## config.mk

```make
export PLATFORM = sky130hd
export DESIGN_NAME = serial_tx_arbiter
export DESIGN_NICKNAME = d
export VERILOG_FILES = /design/src/rtl/serial_tx_arbiter.sv
export SDC_FILE = /design/constraint.sdc
export NUM_CORES = 1
export LEC_CHECK = 0
export ABC_AREA = 1
export BUFFER_PORTS_ARGS = -buffer_cell sky130_fd_sc_hd__buf_2
export CORE_MARGIN = 4
export CORE_UTILIZATION = 46
export DETAILED_ROUTE_END_ITERATION = 6
export PLACE_DENSITY = 0.74
export SYNTH_ARGS = -nofsm -noshare
export SYNTH_HDL_FRONTEND = slang
export SYNTH_SLANG_ARGS = --single-unit
```

## constraint.sdc

```tcl
create_clock -name clk -period 1.81 [get_ports clk]
set_input_delay 0.181 -clock clk [delete_from_list [all_inputs] [get_ports clk]]
set_output_delay 0.181 -clock clk [all_outputs]
set_load 0.02 [all_outputs]
```

## src/rtl/serial_tx_arbiter.sv

```systemverilog
// Four-channel round-robin arbiter feeding one serial line.
// Each frame is a 2-bit channel id followed by DATA_W payload bits, MSB first, then one gap cycle.
module serial_tx_arbiter #(
    parameter int DATA_W = 8
) (
    input  logic              clk,
    input  logic              rst,
    input  logic [3:0]        req,
    input  logic [DATA_W-1:0] din0,
    input  logic [DATA_W-1:0] din1,
    input  logic [DATA_W-1:0] din2,
    input  logic [DATA_W-1:0] din3,
    output logic [3:0]        ack,
    output logic              serOut,
    output logic              serValid,
    output logic              busy
);
    localparam int FRAME_W = DATA_W + 2;
    localparam int CNT_W   = $clog2(DATA_W + 2);

    typedef enum logic [1:0] {
        IDLE    = 2'd0,
        HEADER  = 2'd1,
        PAYLOAD = 2'd2,
        GAP     = 2'd3
    } state_t;

    state_t             state_q, state_d;
    logic [FRAME_W-1:0] shift_q, shift_d;
    logic [CNT_W-1:0]   cnt_q, cnt_d;
    logic [1:0]         last_q, last_d;
    logic [3:0]         ack_q, ack_d;

    logic [DATA_W-1:0]  din_arr [4];
    logic               win_valid;
    logic [1:0]         win_id;
    logic [1:0]         cand;

    assign din_arr[0] = din0;
    assign din_arr[1] = din1;
    assign din_arr[2] = din2;
    assign din_arr[3] = din3;

    // Search starts just after the last granted channel and wraps around.
    always_comb begin
        win_valid = 1'b0;
        win_id    = last_q;
        cand      = '0;
        for (int off = 1; off <= 4; off++) begin
            cand = last_q + 2'(off);
            if (!win_valid && req[cand]) begin
                win_valid = 1'b1;
                win_id    = cand;
            end
        end
    end

    always_comb begin
        state_d = state_q;
        shift_d = shift_q;
        cnt_d   = cnt_q;
        last_d  = last_q;
        ack_d   = '0;
        case (state_q)
            IDLE: begin
                if (win_valid) begin
                    shift_d        = {win_id, din_arr[win_id]};
                    last_d         = win_id;
                    cnt_d          = '0;
                    ack_d[win_id]  = 1'b1;
                    state_d        = HEADER;
                end
            end
            HEADER: begin
                shift_d = {shift_q[FRAME_W-2:0], 1'b0};
                cnt_d   = cnt_q + 1'b1;
                if (cnt_q == CNT_W'(1)) state_d = PAYLOAD;
            end
            PAYLOAD: begin
                shift_d = {shift_q[FRAME_W-2:0], 1'b0};
                cnt_d   = cnt_q + 1'b1;
                if (cnt_q == CNT_W'(DATA_W + 1)) state_d = GAP;
            end
            GAP:     state_d = IDLE;
            default: state_d = IDLE;
        endcase
    end

    // lastGrant resets to 3 so channel 0 is searched first.
    always_ff @(posedge clk or posedge rst) begin
        if (rst) begin
            state_q <= IDLE;
            shift_q <= '0;
            cnt_q   <= '0;
            last_q  <= 2'd3;
            ack_q   <= '0;
        end else begin
            state_q <= state_d;
            shift_q <= shift_d;
            cnt_q   <= cnt_d;
            last_q  <= last_d;
            ack_q   <= ack_d;
        end
    end

    assign ack      = ack_q;
    assign serValid = (state_q == HEADER) || (state_q == PAYLOAD);
    assign serOut   = serValid & shift_q[FRAME_W-1];
    assign busy     = (state_q != IDLE);
endmodule

```

# Yosys cells after proc, flatten, opt, wreduce, memory -nomap -nowiden
# Index checks and enable logic that the tools add are counted.
totals:
  ff_bits: 22
  latchBits: 0
  mem_bits_rw: 0
  rom_bits: 0
  in_bits: 38
  out_inout_bits: 7
  elab_cells: 72
  memories: 0
classes:
  n_addsub: 4
  multipliers: 0
  div_mod_pow: 0
  order_cmp: 7
  n_eq_ne: 8
  shifts: 0
  n_mux: 31
  bitwise: 2
  reduce_logical: 15
ops:
  columns: ["cell", "count"]
  rows:
  - ["one-hot mux 10 bit (2 select lines)", 1]
  - ["binary-select mux 8 bit (select 2 bit)", 1]
  - ["two-way mux 8 bit", 2]
  - ["less-than comparator 2 x 3 -> 1 bit, second input constant", 5]
  - ["two-way mux 2 bit", 7]
  - ["two-way mux 4 bit", 3]
  - ["two-way mux 10 bit", 1]
  - ["two-way mux 1 bit", 9]
  - ["binary-select mux 1 bit (select 2 bit)", 4]
  - ["one-hot mux 2 bit (4 select lines)", 1]
  - ["one-hot mux 4 bit (2 select lines)", 1]
  - ["!= test 2 bit, second input constant", 3]
  - ["adder 2 bit, second input constant", 2]
  - ["adder 4 x 1 -> 4 bit, second input constant", 1]
  - ["== test 2 bit, second input constant", 2]
  - ["== test 4 x 1 -> 1 bit, second input constant", 1]
  - ["== test 4 bit, second input constant", 1]
  - ["logical AND 1 bit", 4]
  - ["AND reduction 2 bit", 2]
  - ["nonzero test 2 bit", 2]
  - ["greater-or-equal comparator 3 bit, second input constant", 1]
  - ["zero test 1 bit", 3]
  - ["NOT 2 -> 3 bit", 1]
  - ["AND reduction 3 bit", 1]
  - ["8 further kinds", 8]

# Longest topological paths before layout
# Gate-level depths: netlist (run 1).
logic_depth:
  depth_word: 19
  depth_mapped: 16
  ltp_nobuf: 14

# Worst setup path after synthesis (run 1)
# Ideal clock, no wire load.
synth_timing:
  path_kind: "reg-to-reg"
  startpoint: "register state_q[0]"
  endpoint: "register cnt_q[3]"
  setup_ns: 0.120
  t_arrival_ns: 1.807
  required_time_ns: 1.690
  setup_slack_ns: -0.118
  path_stages_with_launch: 10
  path_buffers: 1
  synth_period_minus_slack_ns: 1.928
  cell_sequence: "dfrtp_1 -> inv_1 -> ha_1 -> clkbuf_1 -> inv_1 -> o21ai_4 -> inv_6 -> nor2_1 -> xor2_1 -> nor2_1"
synth_via:
  elab_chain_len: 4
  elab_cells_between_ends: 8
  cone_classes: "eq/ne (3); mux (1); reduce/logical (4)"
synth_rtl:
  columns: ["item", "line_no", "rtl"]
  rows:
  - ["from (decl)", "28", "state_t state_q, state_d;"]
  - ["from (signal assigned)", "98", "state_q <= state_d;"]
  - ["== test 2 x 1 -> 1 bit / == test 2 bit (equally long branches)", "64", "case (state_q)"]
  - ["OR reduction 2 bit (no source line)", null, null]
  - ["nonzero test 2 bit (no source line)", null, null]
  - ["AND reduction 2 bit (no source line)", null, null]
  - ["to (signal assigned)", "100", "cnt_q <= cnt_d;"]
  - ["to (decl)", "30", "logic [CNT_W-1:0] cnt_q, cnt_d;"]
# Parallel ways exist; a longest one is shown, timed or not.
# A chain may end at the register's enable or synchronous reset.

# Worst setup path in the final report (run 1)
layout_timing:
  startpoint: "register last_q[0]"
  endpoint: "register shift_q[5]"
layout_via:
  elab_chain_len: 19
  elab_cells_between_ends: 33
  cone_classes: "add/sub (3); eq/ne (1); mux (21); bitwise (1); reduce/logical (7)"
layout_rtl:
  columns: ["item", "line_no", "rtl"]
  rows:
  - ["from (decl)", "31", "logic [1:0] last_q, last_d;"]
  - ["from (signal assigned)", "101", "last_q <= last_d;"]
  - ["adder 2 x 1 -> 2 bit", "50", "cand = last_q + 2'(off);"]
  - ["binary-select mux 1 bit (select 2 bit)", "51", "if (!win_valid && req[cand]) begin"]
  - ["two-way mux 1 bit (implied by the code)", "51", null]
  - ["two-way mux 1 bit", "51", null]
  - ["zero test 1 bit", "51", null]
  - ["logical AND 1 bit", "51", null]
  - ["two-way mux 1 bit", "51", null]
  - ["zero test 1 bit", "51", null]
  - ["[... 2 more ...]", null, null]
  - ["zero test 1 bit", "51", null]
  - ["logical AND 1 bit", "51", null]
  - ["two-way mux 2 bit", "51", null]
  - ["NOT 2 -> 3 bit (implied by the code)", "67", "shift_d = {win_id, din_arr[win_id]};"]
  - ["binary-select mux 8 bit (select 2 bit)", "67", null]
  - ["two-way mux 8 bit (implied by the code) (2 in series)", "67", null]
  - ["two-way mux 10 bit", "66", "if (win_valid) begin"]
  - ["one-hot mux 10 bit (2 select lines)", "64", null]
  - ["to (signal assigned)", "99", "shift_q <= shift_d;"]
  - ["to (decl)", "29", "logic [FRAME_W-1:0] shift_q, shift_d;"]
# Parallel ways exist; a longest one is shown, timed or not. The select of a mux whose other input is x is not followed.

==> reports/qor.yml, run 1 <==
outcome:
  status: "finished with violations"
  violations: "negative setup slack"
flow_run:
  cap_violations: 0
sta:
  hold_viol_final: 0
  final.setup_skew_ns: 0.00777
  rsz0062_at_grt: "true"
  holdWs_ns: 0.302
  setup_violations: 20
  period_share: 1.13
  max_clock_freq_ghz: 0.488
  worstMarginPinSlew_ns: 0.294
  layout_setup_ws_ns: -0.240
  finalMaxSlewViolations: 0
  slew_headroom: 0.804
  fin_crit_ns: 2.05
drt:
  ant_nets: 0
  post_drt_wl_per_cell_um: 14.5
  drt_first_pass_iters: 4
  via_per_inst: 5.16
  drc_errors: 0
  vias: 2071
  drt_wl_total_mm: 5.80
  drt_iter0_markers: 138
logic_synthesis:
  ys.flop_type: "dfrtp_1"
  syn_nets: 315
  netlist_instances: 272
  synth_largest_area_cell: "dfrtp_1"
  seq_area_frac_synth: 0.282
  ys_async_sr_fraction: 1.00
  synth_edf_count: 0
  yosys_warnings: 0
  synth_area_sq_um: 1960
  synthTopCellsByArea: "dfrtp_1 (26%), nand2_1 (13%), nand3_1 (9.4%), inv_1 (6.9%), nand3_2 (6.6%)"
  synth-seq-cells: 22
  synth.distinct_cells: 30
  synth_top_cell_area_share: 0.255
  syn_area_per_cell_sq_um: 7.21
layout:
  seq_area_sq_um: 553
  fin_nets: 395
  layout-drive-gt1-share: 0.484
  stdcell_area_sq_um: 2910
  diodes: 0
  multi_input_area_sq_um: 1370
  final_common_cell: "nand2_1"
  final_cell_mix: "nand2_1 (48), buf_2 (44), inv_1 (35), nand3_1 (32), buf_4 (26)"
  n_fill_cell: 275
  syn2layout_area_growth_pct: 48.4
setup_path:
  critPathCaptureType: "flop"
  cp_max_fo: 6
  worstPathRequired_ns: 1.97
  critPathMostFrequentCell: "nand2_4"
  setup.worst_path.start: "last_q[0]"
  path_cells: "buf_12 -> nand2_2 -> nand2_4 -> nand2_4 -> nand2_4 -> or2_1 -> nand2_2 -> nand2_2 -> nand2_4 -> clkbuf_16 -> nand3_2 -> nand3_1 -> nand2_1 -> nand2_1"
  start_kind: "flop"
  worstReg2RegStart: "last_q[0]"
  max_stage_delay_ns: 0.61
  worstPathArrival_ns: 2.21
  criticalPathCategory: "reg -> reg"
  slowest_stage: "dfstp_2"
clock_network:
  cts.clk_slew.worst_paths_ns: 0.08
  worst_skew_pair.late_latency_ns: 0.26
  root_buffer: "clkbuf_8"
  cts_max_level: 1
  cts_buffers: 3
  cts_max_path_buffers: 2
  clkSinkCount: 22
  cts_tree: "built"
hold_path:
  hold_start: "din3[0]"
  hold_path.class: "in -> reg"
placed_design:
  numPortBuffers: 44
  hpwl_mm: 3.53
  placed_area_sq_um: 2340
  place_ws_ns: -0.190
  gp_congestion: 0.807
global_routing:
  antenna_found_initial: 0
  grt_remaining_overflow: 0
  grt_pass1_wl_mm: 8.87
  grt_max_degree: 23
  gr-usage-all-layers: 0.210
  grt_pass1_vias: 2017
floorplanning:
  dieWidth_um: 73.3
  dieArea_sq_um: 5370
  die_height_um: 73.3
  ios: 45
  core_sq_um: 4060
  row_count: 23
  initial_core_util: 0.484
## cell type report
type                       count  area share
multi-input combinational    198       0.472
timing repair buffer          86       0.232
sequential                    22       0.190
inverter                      41      0.0597
tap                           50      0.0215
clock buffer                   3      0.0142
clock inverter                 1      0.0103
## synthesized netlist by cell type, types with 5 or more instances
cell / number
nand3_1: 37
ha_1: 5
inv_1: 36
nand2_2: 9
dfrtp_1: 20
buf_6: 5
nor2_1: 25
nand2_1: 67
nand3_2: 13
o21ai_0: 10
nand3b_1: 7
nand2_4: 10
## cell families after synthesis
family	after synthesis	share of synthesized area
and+or+nand+nor	171	0.471
buffers and inverters	52	0.148
DFF	22	0.282
AOI/OAI and AO/OA	20	0.0580
adders and majority gates	5	0.0319
xor gates and xnor gates	1	0.00447
muxes	1	0.00510
## worst max-delay path: cells and delay by family, from the launching register on
family        cells  cell delay, ns
buf+inv           2            0.30
simple gates     12            1.03
flops             1            0.61
## routing by layer
| layer | track usage | wire, um | up-vias |
|---|---|---|---|
| li1 | - | - | 1018 |
| met1 | 0.278 | 2530 | 960 |
| met2 | 0.343 | 2780 | 76 |
| met3 | 0.0246 | 341 | 17 |
| met4 | 0.0946 | 150 | 0 |
| met5 | 0 | 0 | - |
## state kept, by name (all words and copies together), names as in the netlist
signal	cells
cnt_q	4
ack	4
shift_q	10
last_q	2
state_q	2
## per-stage QoR
stage               cells  utilization  setup TNS (ns)
floorplan             272            -               0
global placement      375        0.578          -0.904
detailed placement    375        0.578           -1.66
CTS                   394        0.669          -0.814
global route          401        0.718           -4.20
finish                401        0.718           -2.79
## final timing paths
path                                   end  slack (ns)  cells after the start
worst max-delay path            shift_q[5]       -0.24                     14
worst min-delay path            shift_q[0]        0.30                      5
worst max register to register  shift_q[5]       -0.24                     14
worst min register to register  shift_q[7]        0.48                      2
max in group asynchronous        last_q[0]        1.03                      4
min in group asynchronous         cnt_q[1]        0.49                      4
## repair_timing
action | CTS | global route
hold buffers | 1 | 0
pin swaps | 25 | 15
endpoints found under the hold margin | 20 | 0
resized for setup | 49 | 36
cloned | 0 | 1
buffers inserted | 14 | 6
endpoints found under the setup margin | 19 | 22
Power of run 1 is left out: the tool's default activity adds up to more than one toggle a clock period on the data nets, which glitch-free logic cannot reach.
==> run 2: changes to the inputs <==
Settings changed: RECOVER_POWER from default to 25.
==> run 2 against run 1 <==
The flow still finishes with violations (negative setup slack). Non-clock buffer count is the same. Sequential share of layout area is essentially flat. Clock skew is the same. Die area is the same. First-iteration DRC count is the same. Largest cell class unchanged. Via count is the same. Design area is essentially flat. Global-route usage is the same. Fmax is the same. Flip-flop and latch count is the same. Register-to-register slack is essentially flat. Worst setup slack is the same.
==> reports/qor.yml, run 2 (synthesis results as in run 1) <==
outcome:
  status: "finished with violations"
  violations: "negative setup slack"
sta:
  setup_violations: 20
  fin_crit_ns: 2.05
  layout_setup_ws_ns: -0.240
  hold_viol_final: 0
  slew_headroom: 0.622
  finalMaxSlewViolations: 0
  final.setup_skew_ns: 0.00777
  period_share: 1.13
  worstMarginPinSlew_ns: 0.567
  rsz0062_at_grt: "true"
  max_clock_freq_ghz: 0.488
drt:
  drt_wl_total_mm: 5.80
  post_drt_wl_per_cell_um: 14.5
  vias: 2071
  drt_iter0_markers: 138
  via_per_inst: 5.16
  drc_errors: 0
  drt_first_pass_iters: 4
  ant_nets: 0
clock_network:
  cts_max_level: 1
  cts_tree: "built"
  cts.clk_slew.worst_paths_ns: 0.08
  clkSinkCount: 22
  root_buffer: "clkbuf_8"
  cts_buffers: 3
  cts_max_path_buffers: 2
  worst_skew_pair.late_latency_ns: 0.26
layout:
  syn2layout_area_growth_pct: 48.3
  final_cell_mix: "nand2_1 (48), buf_2 (44), inv_1 (35), nand3_1 (32), buf_4 (25)"
  diodes: 0
  layout-drive-gt1-share: 0.484
  fin_nets: 395
  regMostFlops: "shift_q"
  final_common_cell: "nand2_1"
  largest_reg_flops: 10
floorplanning:
  core_sq_um: 4060
  die_height_um: 73.3
  row_count: 23
  initial_core_util: 0.484
  dieArea_sq_um: 5370
  dieWidth_um: 73.3
  ios: 45
global_routing:
  grt_remaining_overflow: 0
  grt_max_degree: 23
  gr-usage-all-layers: 0.210
  antenna_found_initial: 0
  grt_pass1_vias: 2017
  grt_pass1_wl_mm: 8.87
setup_path:
  reg2reg_depth: 14
  worstPathArrival_ns: 2.21
  start_kind: "flop"
  worstPathRequired_ns: 1.97
  critPathCaptureType: "flop"
  criticalPathCategory: "reg -> reg"
  cp_max_fo: 6
placed_design:
  numPortBuffers: 44
  gp_congestion: 0.807
  hpwl_mm: 3.53
  place_ws_ns: -0.190
flow_run:
  cap_violations: 0
hold_path:
  hold_depth: 5
  hold_path.class: "in -> reg"
==> run 2: cell count changes in the layout (fill, tap and decap cells not counted) <==
cell / previous run / this run
clkbuf_2: 0 / 1
buf_4: 26 / 25
==> run 2: final timing paths <==
kind	from	end	slack (ns)
max in group asynchronous	rst	last_q[0]	0.84
min in group asynchronous	rst	cnt_q[1]	0.59
worst max register to register	last_q[0]	shift_q[5]	-0.24
worst max-delay path	last_q[0]	shift_q[5]	-0.24
worst min-delay path	din3[0]	shift_q[0]	0.30
worst min register to register	shift_q[7]	shift_q[7]	0.48
==> run 2: repair_timing <==
| item | in CTS | in global routing |
|---|---|---|
| endpoints found under the setup margin | 19 | 22 |
| hold endpoints to repair | 20 | 0 |
| hold buffers | 1 | 0 |
| buffers inserted | 14 | 6 |
| cloned | 0 | 1 |
| resized for setup | 49 | 36 |
| pin swaps | 25 | 15 |
==> run 2: through the flow <==
step	area (sq um)	cells	setup TNS, ns	utilization	hold WS (ns)
final	2910	401	-2.79	0.717	0.302
after detailed placement	2340	375	-1.66	0.578	0.230
after CTS	2720	394	-0.814	0.669	0.289
after global placement	2340	375	-0.904	0.578	0.231
after global routing	2910	401	-4.20	0.717	0.311
after floorplan	1970	272	0	-	0.169
==> run 2: final cells by class <==
cell class              count  area [sq um]
flip-flops and latches     22           553
repair buffers             86           674
clock inverters             1          30.0
well taps                  50          62.6
clock buffers               3          41.3
multi-input cells         198          1370
fillers                   276          1150
inverters                  41           174
==> run 2: layer usage <==
| metal | GRT usage | vias to the layer above | part of all wire |
|---|---|---|---|
| met1 | 0.278 | 960 | 0.44 |
| met5 | 0 | - | 0 |
| met4 | 0.0946 | 0 | 0.026 |
| li1 | - | 1018 | - |
| met2 | 0.343 | 76 | 0.48 |
| met3 | 0.0246 | 17 | 0.059 |
==> run 2: worst max-delay path: stages, from the launching register on <==
cell       delay, ns
dfstp_2         0.61
buf_12          0.14
nand2_2         0.06
nand2_4         0.11
nand2_4         0.07
nand2_4         0.10
or2_1           0.16
nand2_2         0.08
nand2_2         0.09
nand2_4         0.09
clkbuf_16       0.16
nand3_2         0.05
nand3_1         0.10
nand2_1         0.08
nand2_1         0.04
Power of run 2 is left out for the same reason.
==> run 3: changes to the inputs <==
==> constraint.sdc (replaced) <==
create_clock -name clk -period 1.81 [get_ports clk]
set_input_delay 0.362 -clock clk [delete_from_list [all_inputs] [get_ports clk]]
set_output_delay 0.362 -clock clk [all_outputs]
set_load 0.02 [all_outputs]
==> run 3 against run 2 <==
The run still ends with negative setup slack left. Fmax rose by 0.12%. Design area rose by 1.4%. First-iteration DRC count fell by 14%. Flip-flop and latch count did not move. Critical path depth rose by 2. Hold slack improved by 0.15 ns. Final cell count fell by 1.7%. Critical path type unchanged.
==> reports/qor.yml, run 3 (synthesis results as in run 1) <==
floorplanning:
  dieWidth_um: 73.3
  core_sq_um: 4060
  die_height_um: 73.3
  initial_core_util: 0.484
  row_count: 23
  dieArea_sq_um: 5370
  ios: 45
sta:
  layout_setup_ws_ns: -0.237
  finalMaxSlewViolations: 0
  holdWs_ns: 0.455
  hold_viol_final: 0
  max_clock_freq_ghz: 0.488
  fin_crit_ns: 2.05
  final.setup_skew_ns: 0.00360
  worstMarginPinSlew_ns: 1.23
  slew_headroom: 0.180
  rsz0062_at_grt: "true"
  setup_violations: 21
  period_share: 1.13
drt:
  post_drt_wl_per_cell_um: 14.9
  vias: 2044
  ant_nets: 0
  drc_errors: 0
  drt_wl_total_mm: 5.88
  via_per_inst: 5.19
  drt_first_pass_iters: 4
  drt_iter0_markers: 119
layout:
  syn2layout_area_growth_pct: 50.3
  largest_reg_flops: 10
  stdcell_area_sq_um: 2950
  diodes: 0
  final_common_cell: "nand2_1"
  regMostFlops: "shift_q"
  fin_nets: 388
  final_cell_mix: "nand2_1 (45), buf_2 (44), inv_1 (33), nand3_1 (31), nand2_4 (25)"
  layout-drive-gt1-share: 0.488
setup_path:
  start_kind: "flop"
  worstPathRequired_ns: 1.97
  max_stage_delay_ns: 0.56
  path_cells: "buf_6 -> buf_12 -> nand2_2 -> nand2_4 -> nand2_4 -> nand2_8 -> inv_6 -> nand3_4 -> inv_4 -> nand2_2 -> nand2_2 -> buf_12 -> nand3_2 -> nand3_2 -> nand2_1 -> nand2_1"
  critPathCaptureType: "flop"
  worstPathArrival_ns: 2.21
  slowest_stage: "dfstp_2"
  critPathMostFrequentCell: "nand2_2"
  criticalPathCategory: "reg -> reg"
  cp_max_fo: 8
global_routing:
  grt_pass1_vias: 1962
  grt_pass1_wl_mm: 8.76
  grt_max_degree: 23
  grt_remaining_overflow: 0
  antenna_found_initial: 0
  gr-usage-all-layers: 0.208
clock_network:
  cts_tree: "built"
  clkSinkCount: 22
  root_buffer: "clkbuf_8"
  cts_max_level: 1
  worst_skew_pair.late_latency_ns: 0.27
  cts_max_path_buffers: 2
  cts_buffers: 3
  cts.clk_slew.worst_paths_ns: 0.08
placed_design:
  placed_area_sq_um: 2350
  gp_congestion: 0.844
  numPortBuffers: 44
  hpwl_mm: 3.47
flow_run:
  cap_violations: 0
hold_path:
  hold_path.class: "in -> reg"
outcome:
  violations: "negative setup slack"
  status: "finished with violations"
==> run 3: worst paths after layout <==
| check | startpoint | to | slack [ns] | depth (start not counted) |
|---|---|---|---|---|
| setup / recovery | last_q[0] | shift_q[2] | -0.24 | 16 |
| hold / removal | din3[0] | shift_q[0] | 0.46 | 5 |
| setup reg to reg | last_q[0] | shift_q[2] | -0.24 | 16 |
| hold reg to reg | shift_q[7] | shift_q[7] | 0.49 | 2 |
| max in group asynchronous | rst | ack[0] | 0.61 | 3 |
| min in group asynchronous | rst | cnt_q[0] | 0.48 | 3 |
==> run 3: metrics by stage <==
step / std cells / setup WS, ns / setup TNS, ns / utilization
after floorplan: 272 / 0.00145 / 0 / -
after global placement: 376 / -0.153 / -0.899 / 0.580
after detailed placement: 376 / -0.196 / -1.80 / 0.580
after CTS: 389 / -0.125 / -1.48 / 0.667
after global routing: 394 / -0.314 / -4.78 / 0.727
final: 394 / -0.237 / -2.81 / 0.727
==> run 3: critical path, delay by kind of cell, from the launching register on <==
family | cells | cell delay, ns
buf+inv | 5 | 0.47
flops | 1 | 0.56
simple gates | 11 | 0.89
==> run 3: timing repair <==
| action | in CTS | in global routing |
|---|---|---|
| pin swaps | 22 | 14 |
| endpoints found under the setup margin | 22 | 23 |
| hold buffers | 0 | 0 |
| buffers inserted | 8 | 4 |
| resized for setup | 48 | 50 |
| gates cloned | 1 | 1 |
==> run 3: area by class of cell <==
type                            instances  area, sq um
Sequential cell                        22          553
Inverter                               41          176
Multi-Input combinational cell        198         1430
Clock buffer                            4         55.1
Tap cell                               50         62.6
Fill cell                             292         1110
Timing Repair Buffer                   79          668
==> run 3: routing by layer <==
metal  track usage  part of all wire  vias up
li1              -                 -     1003
met1         0.271              0.40      962
met2         0.360              0.52       63
met3        0.0342             0.051       16
met4        0.0523             0.024        0
met5             0                 0        -
Power of run 3 is left out for the same reason.
